[src/rtl/mode_pkg.sv]
// Shared types for the mode selector: mode codes, FSM states, step direction,
// and the single step function used to move between the four legal modes.
package mode_pkg;

    typedef enum logic [2:0] {
        MODE_1 = 3'b000,
        MODE_2 = 3'b001,
        MODE_3 = 3'b010,
        MODE_4 = 3'b100
    } mode_t;

    typedef enum logic {
        IDLE,
        WAIT
    } state_t;

    typedef enum logic {
        DIR_NEXT,
        DIR_PREV
    } dir_t;

    // Any code outside the four legal ones falls back to mode 1.
    function automatic mode_t step_mode(input mode_t m, input dir_t d);
        mode_t r;
        r = MODE_1;
        unique case (m)
            MODE_1:  r = (d == DIR_NEXT) ? MODE_2 : MODE_4;
            MODE_2:  r = (d == DIR_NEXT) ? MODE_3 : MODE_1;
            MODE_3:  r = (d == DIR_NEXT) ? MODE_4 : MODE_2;
            MODE_4:  r = (d == DIR_NEXT) ? MODE_1 : MODE_3;
            default: r = MODE_1;
        endcase
        return r;
    endfunction

endpackage

[src/rtl/key_conditioner.sv]
// Raw key -> two-flop synchronizer -> optional debounce -> one-cycle press pulse.
// Debounce is built only when MODE_SELECTOR_DEBOUNCE_EN is defined.
module key_conditioner #(
    parameter int unsigned DEBOUNCE_CYCLES = 500000
) (
    input  logic i_clk,
    input  logic i_rst,
    input  logic i_key,
    output logic o_press
);

    logic       sync1_q, sync1_d;
    logic       sync2_q, sync2_d;
    logic       edge_q,  edge_d;
    logic       armed_q, armed_d;
    logic [1:0] vld_q,   vld_d;
    logic       level;

`ifdef MODE_SELECTOR_DEBOUNCE_EN
    // Counter only has to reach DEBOUNCE_CYCLES-1 before the level flips.
    localparam int unsigned CW = $clog2(DEBOUNCE_CYCLES);

    logic [CW-1:0] cnt_q,   cnt_d;
    logic          level_q, level_d;

    always_comb begin
        cnt_d   = '0;
        level_d = level_q;
        if (sync2_q != level_q) begin
            if (cnt_q == CW'(DEBOUNCE_CYCLES - 1)) level_d = sync2_q;
            else                                   cnt_d   = cnt_q + 1'b1;
        end
    end

    always_ff @(posedge i_clk) begin
        if (i_rst) begin
            cnt_q   <= '0;
            level_q <= 1'b0;
        end else begin
            cnt_q   <= cnt_d;
            level_q <= level_d;
        end
    end

    assign level = level_q;
`else
    assign level = sync2_q;
`endif

    // A key held through reset stays disarmed until it has been seen released
    // once the synchronizer holds real samples again (vld_q[1]).
    always_comb begin
        sync1_d = i_key;
        sync2_d = sync1_q;
        edge_d  = level;
        vld_d   = {vld_q[0], 1'b1};
        armed_d = armed_q | (vld_q[1] & ~sync2_q & ~level);
        o_press = armed_q & level & ~edge_q;
    end

    // NOTE: reset is synchronous and clears every flop; state uses <= only.
    always_ff @(posedge i_clk) begin
        if (i_rst) begin
            sync1_q <= 1'b0;
            sync2_q <= 1'b0;
            edge_q  <= 1'b0;
            armed_q <= 1'b0;
            vld_q   <= 2'b00;
        end else begin
            sync1_q <= sync1_d;
            sync2_q <= sync2_d;
            edge_q  <= edge_d;
            armed_q <= armed_d;
            vld_q   <= vld_d;
        end
    end

endmodule

[src/rtl/mode_selector.sv]
// Four-mode selector driven by next/prev keys, deferring steps while i_busy is high.
// Define MODE_SELECTOR_DEBOUNCE_EN to build the key debounce counters.
module mode_selector
    import mode_pkg::*;
#(
    parameter int unsigned DEBOUNCE_CYCLES = 500000
) (
    input  logic       i_clk,
    input  logic       i_rst,
    input  logic       i_key_next,
    input  logic       i_key_prev,
    input  logic       i_busy,
    output logic [2:0] o_mode,
    output logic       o_mode_chg,
    output logic       o_pending
);

    logic   press_next, press_prev;
    logic   single;
    dir_t   press_dir;

    state_t state_q, state_d;
    dir_t   dir_q,   dir_d;
    mode_t  mode_q,  mode_d;
    logic   chg_q,   chg_d;

    key_conditioner #(.DEBOUNCE_CYCLES(DEBOUNCE_CYCLES)) u_key_next (
        .i_clk   (i_clk),
        .i_rst   (i_rst),
        .i_key   (i_key_next),
        .o_press (press_next)
    );

    key_conditioner #(.DEBOUNCE_CYCLES(DEBOUNCE_CYCLES)) u_key_prev (
        .i_clk   (i_clk),
        .i_rst   (i_rst),
        .i_key   (i_key_prev),
        .o_press (press_prev)
    );

    assign single    = press_next ^ press_prev;
    assign press_dir = press_next ? DIR_NEXT : DIR_PREV;

    // NOTE: every always_comb output gets a default first, so no latches form.
    always_comb begin
        state_d = state_q;
        dir_d   = dir_q;
        mode_d  = mode_q;
        chg_d   = 1'b0;
        unique case (state_q)
            IDLE: begin
                if (single) begin
                    if (i_busy) begin
                        dir_d   = press_dir;
                        state_d = WAIT;
                    end else begin
                        mode_d = step_mode(mode_q, press_dir);
                        chg_d  = 1'b1;
                    end
                end
            end
            WAIT: begin
                // Release wins over a simultaneous press, which is dropped.
                if (!i_busy) begin
                    mode_d  = step_mode(mode_q, dir_q);
                    chg_d   = 1'b1;
                    state_d = IDLE;
                end else if (single) begin
                    dir_d = press_dir;
                end
            end
            default: state_d = IDLE;
        endcase
    end

    always_ff @(posedge i_clk) begin
        if (i_rst) begin
            state_q <= IDLE;
            dir_q   <= DIR_NEXT;
            mode_q  <= MODE_1;
            chg_q   <= 1'b0;
        end else begin
            state_q <= state_d;
            dir_q   <= dir_d;
            mode_q  <= mode_d;
            chg_q   <= chg_d;
        end
    end

    assign o_mode     = mode_q;
    assign o_mode_chg = chg_q;
    assign o_pending  = (state_q == WAIT);

endmodule

[config.mk]
export PLATFORM = sky130hd
export DESIGN_NAME = mode_selector
export DESIGN_NICKNAME = d
export VERILOG_FILES = /design/src/rtl/mode_pkg.sv /design/src/rtl/key_conditioner.sv /design/src/rtl/mode_selector.sv
export SDC_FILE = /design/constraint.sdc
export NUM_CORES = 1
export LEC_CHECK = 0
export BUFFER_PORTS_ARGS = -buffer_cell sky130_fd_sc_hd__buf_4
export CORE_UTILIZATION = 35
export CTS_CLUSTER_SIZE = 10
export DETAILED_ROUTE_END_ITERATION = 10
export HOLD_SLACK_MARGIN = 0.08
export MAX_ROUTING_LAYER = met4
export PLACE_DENSITY = 0.65
export SLEW_MARGIN = 30
export SYNTH_ARGS = -nofsm -noshare
export SYNTH_HDL_FRONTEND = slang
export SYNTH_SLANG_ARGS = --single-unit
[constraint.sdc]
create_clock -name i_clk -period 1.8 [get_ports i_clk]
set_clock_uncertainty 0.2 [all_clocks]
set_input_delay 0.18 -clock i_clk [delete_from_list [all_inputs] [get_ports i_clk]]
set_output_delay 0.18 -clock i_clk [all_outputs]
set_load 0.02 [all_outputs]
After elaboration in Yosys (flattened, before gate mapping). Index checks and enable logic that the tools add are counted. Widths: inputs -> output; s select.

Eq/ne operators: 9. Reductions and logical operators: 3. Bitwise logic cells: 16. Muxes and demuxes: 28.

Operators with widths (count): $pmux 3 s4 (2); $mux 3 (7); $ne 2x2->1 const B (6); $mux 1 (11); $and 1x1->1 (8); $mux 2 (4); $pmux 1 s2 (3); $pmux 3 s2 (1); $not 1->1 (5); $reduce_and 4->1 (1); $eq 3x1->1 const B (1); $eq 3x2->1 const B (1); $eq 3x3->1 const B (1); $logic_not 3->1 (1); $reduce_and 3->1 (1); $or 1x1->1 (2); $xor 1x1->1 (1).

Bits in registers: 18. Logic and storage cells: 72.

Longest topological paths before layout.
Depth in word-level cells: 7. Mapped depth: 4.

Cells and area by module. From an unflattened synthesis, not the netlist that was laid out.

Cell total of the unflattened synthesis: 63. Area, all modules: 646.9 um2.

By module, submodules not included: key_conditioner (instances 2, sequential area each 120.1 um2, area each 180.2 um2, cells each 15); mode_selector (instances 1, sequential area each 120.1 um2, area each 286.5 um2, cells each 33).

Worst setup path after synthesis. Ideal clock, no wire load.

Path type: register to register. Start: reg state_q, in the netlist o_pending. End: reg mode_q[0], in the netlist o_mode[0]. Data required time: 1.513 ns. Cell stages (with the launch flop): 4. Buffers on the path: 0. Clock period less this slack: 1.619 ns. Slack: 0.181 ns. Arrival time: 1.332 ns. Cells stage by stage: dfxtp_1 -> and4b_4 -> or3_4 -> o31ai_1.

Word-level cells in the longest chain between the ends: 3.

RTL lines: from (decl) (line mode_selector.sv:22) `state_t state_q, state_d;`; from (signal assigned) (line mode_selector.sv:83) `state_q <= state_d;`; $not 1->1; $ne 2x2->1 (no line); $reduce_and 3->1 (no line); to (signal assigned) (line mode_selector.sv:85) `mode_q <= mode_d;`; to (decl) (line mode_selector.sv:24) `mode_t mode_q, mode_d;`.

Parallel ways exist; a longest one is shown, timed or not. A chain may end at the register's enable or synchronous reset.

Worst setup path after layout.
Start: reg u_key_next.sync2_q, in the netlist u_key_next.edge_d. End: reg mode_q[0], in the netlist o_mode[0].

Word-level cells in the longest chain between the ends: 7.

RTL lines: from (decl) (line key_conditioner.sv:13) `logic sync2_q, sync2_d;`; from (signal assigned) (line key_conditioner.sv:71) `sync2_q <= sync2_d;`; $and 1x1->1 (*) (2 in series) (line key_conditioner.sv:58) `o_press = armed_q & level & ~edge_q;`; $mux 3, on equally long branches (line mode_pkg.sv:29, mode_pkg.sv:27); $pmux 3 s4 (line mode_pkg.sv:26) `unique case (m)`; $mux 3 (line mode_selector.sv:53) `if (i_busy) begin`; $mux 3 (line mode_selector.sv:52) `if (single) begin`; $pmux 3 s2 (line mode_selector.sv:50) `unique case (state_q)`.

Mark *: on every way between the ends. The rest lies on a longest branch, timed or not. The select of a mux whose other input is x is not followed.

==> metrics <==
Compound-Gate Fraction of Synth Area 14.5%; part of the total power dissipated in sequential elements 56.5%; Sinks on Clock Net 16; total routing usage reported by global routing 13.3%; clock tree from TritonCTS yes; number of clock buffers inserted by TritonCTS 3; Post-Route WL 1050 um; Final TNS setup 0 ns; final setup margin 0.142 ns; worst slack after detailed placement 0.159 ns; most common cell after layout, fill and taps aside sky130_fd_sc_hd__dfxtp_1; count of mapped cells out of synthesis 61; count of cells along the worst register-to-register path 4; overall power 0.660 mW; most used flip-flop cell after synthesis sky130_fd_sc_hd__dfxtp_1; Final HPWL DP 725 um; area of the core 0.00158 mm2; worst-path maximum fanout 4; worst-case headroom to the max-slew limit 71.4%; worst path required time 1.80 ns; post-synthesis sequential area ratio 51.5%; period utilization 92.1%; antenna violations before repair 0; Port Buf Inserts 9; area growth from synthesis to final layout 29.0%; Cell Rows 14; Peak supply drop 485 uV; smallest hold slack 0.243 ns; starting utilization of the core area 39.4%; multiplexer area fraction after synthesis 3.22%; later-pin clock latency in the skew report 0.29 ns; clk slew on worst S/H paths 0.10 ns; number of max-slew violations in the final report 0; share of async-settable or async-resettable flops after synthesis 0%; Reg-to-Reg Start u_key_next.edge_d$_SDFF_PP0_; yosys synthesis warning count 0; wire per inst 11.0 um; Worst Hold Class reg -> reg; Starting DRT DRC Count 5; PwrDens 823 mW/mm2; Worst R2R End o_mode[0]$_SDFFE_PP0P_; number of flops mapped to enable cells by yosys 0; CTS H-tree lvls 1; Peak Freq 603 MHz; remaining global-route overflow 0; switching power 0.141 mW; area share of and/or/nand/nor cells after synthesis 24.1%; post-synthesis area per instance 10.2 um2; Arrival @ worst endpoint 1.66 ns; RSZ-0062 raised after global routing false; # fillers 153; area share of xor/xnor cells in the synthesized design 4.23%; chip height 44.2 um; Detail Route Antenna Nets 0; Netlist cell types 23; post-synth design cell area 622 um2; remaining routing DRC violations 0; sequential cell area in the final layout 320 um2; Max Buffers Root-to-Sink 2; layout cells sized above 1 22.8%; overall via count from detail_route 466; Setup crit end kind flip-flop; Internal Dissipation 0.519 mW; Clk network pwr share 35.6%; share of total power in combinational logic 7.9%; Root Buffer Master sky130_fd_sc_hd__clkbuf_4; die boundary width 44.2 um; status finished, final reports clean; nets 85; number of nets produced by synthesis 66; wire length of the first global-routing pass 1750 um; main combinational cell family by area after synthesis simple AND/OR/NAND/NOR gates; pin count of the biggest net entering global routing 15; FF+latch count, synth 16; final estimated routing congestion in global placement 0.787; multi-input combinational cell area 287 um2; critical path startpoint category flip-flop; total I/O pin count 10; adder-cell share of the synthesized area 0%; Antenna diodes 0; vias in the first global route 413; endpoint of the worst setup timing path o_mode[0]$_SDFFE_PP0P_; Slew @ Worst Pin 0.417 ns; classification of the worst setup path reg -> reg; Resized Gates After CTS 0; number of flip-flops in the largest register 3; leakage 0.339 nW; highest-count cells in the layout ignoring fill and taps sky130_fd_sc_hd__dfxtp_1, sky130_fd_sc_hd__buf_4, sky130_fd_sc_hd__nor2_1, sky130_fd_sc_hd__nor2b_1, sky130_fd_sc_hd__dlygate4sd3_1; sw frac 21.4%; count of final setup violators 0; die outline area 0.00195 mm2; slack of the worst reg-to-reg path 0.14 ns; Via density 4.91; launch point of the critical path u_key_next.edge_d$_SDFF_PP0_; first-pass iteration count of the detailed router 6; final count of hold timing violations 0; number of maximum-capacitance violations 0; final period demand of the worst path 1.66 ns
## routing by layer
metal	GRT usage [%]	up-vias	share of wire (%)
li1	-	247	-
met4	7.27	0	1.6
met1	15.6	207	52
met3	6.12	2	4.5
met2	18.8	10	41
met5	-	-	0
## repair_timing
item | in CTS | in global routing
hold endpoints to repair | 14 | 0
hold buffers | 6 | 0
buffers inserted | 0 | 0
## final cells by class
cell class,count,area share [%]
timing repair buffer,15,15.9
multi-input combinational,41,35.7
sequential,16,39.9
tap,16,2.50
clock buffer,4,4.52
inverter,3,1.40
## critical path, cell delays in order (launching register included)
cell and delay [ns]:
sky130_fd_sc_hd__dfxtp_1 0.33, sky130_fd_sc_hd__and3b_4 0.21, sky130_fd_sc_hd__and4b_4 0.20, sky130_fd_sc_hd__or3_4 0.38
sky130_fd_sc_hd__o31ai_1 0.25
## metrics by stage
stage                     cells  util [%]  instance area [um2]
final                        95      50.9                  802
after global routing         95      50.9                  802
after CTS                    95      50.9                  802
after detailed placement     85      44.8                  706
after global placement       85      44.8                  706
after floorplan              61         -                  622
## Yosys cell counts, drive strengths merged, types with 2 or more instances
master	instances	share of area [%]
dfxtp	16	52
o311ai	3	4.2
nand2	2	1.2
or3	2	2.8
xnor2	2	2.8
nor2	7	4.2
inv	3	1.8
mux2i	2	3.2
a21oi	3	2.4
o31ai	3	3.6
nor2b	7	7.0
## cells by family after synthesis
| family | Yosys count |
|---|---|
| buf+inv | 4 |
| simple gates | 24 |
| flops | 16 |
| mux | 2 |
| compound gates | 12 |
| xor+xnor | 3 |
## power by group through the flow
stage / logic (mW) / registers, mW / clock network (mW)
final: 0.0523 / 0.373 / 0.235
after floorplan: 0.0271 / 0.380 / 0
after global placement: 0.0417 / 0.380 / 0
after detailed placement: 0.0422 / 0.381 / 0
after CTS: 0.0526 / 0.373 / 0.244
after global routing: 0.0578 / 0.375 / 0.263
## worst min-delay path by stage
stage / slack (ns) / depth (start not counted) / startpoint / to
floorplan: 0.05 / 1 / i_rst / u_key_prev.edge_d$_SDFF_PP0_
global placement: 0.19 / 2 / i_key_next / u_key_next.sync1_q$_SDFF_PP0_
detailed placement: 0.20 / 2 / i_key_next / u_key_next.sync1_q$_SDFF_PP0_
CTS: 0.24 / 1 / u_key_next.sync1_q$_SDFF_PP0_ / u_key_next.edge_d$_SDFF_PP0_
global route: 0.27 / 1 / u_key_next.sync1_q$_SDFF_PP0_ / u_key_next.edge_d$_SDFF_PP0_
finish: 0.24 / 1 / u_key_next.sync1_q$_SDFF_PP0_ / u_key_next.edge_d$_SDFF_PP0_
No activity file was read; power rests on OpenSTA's default activity.
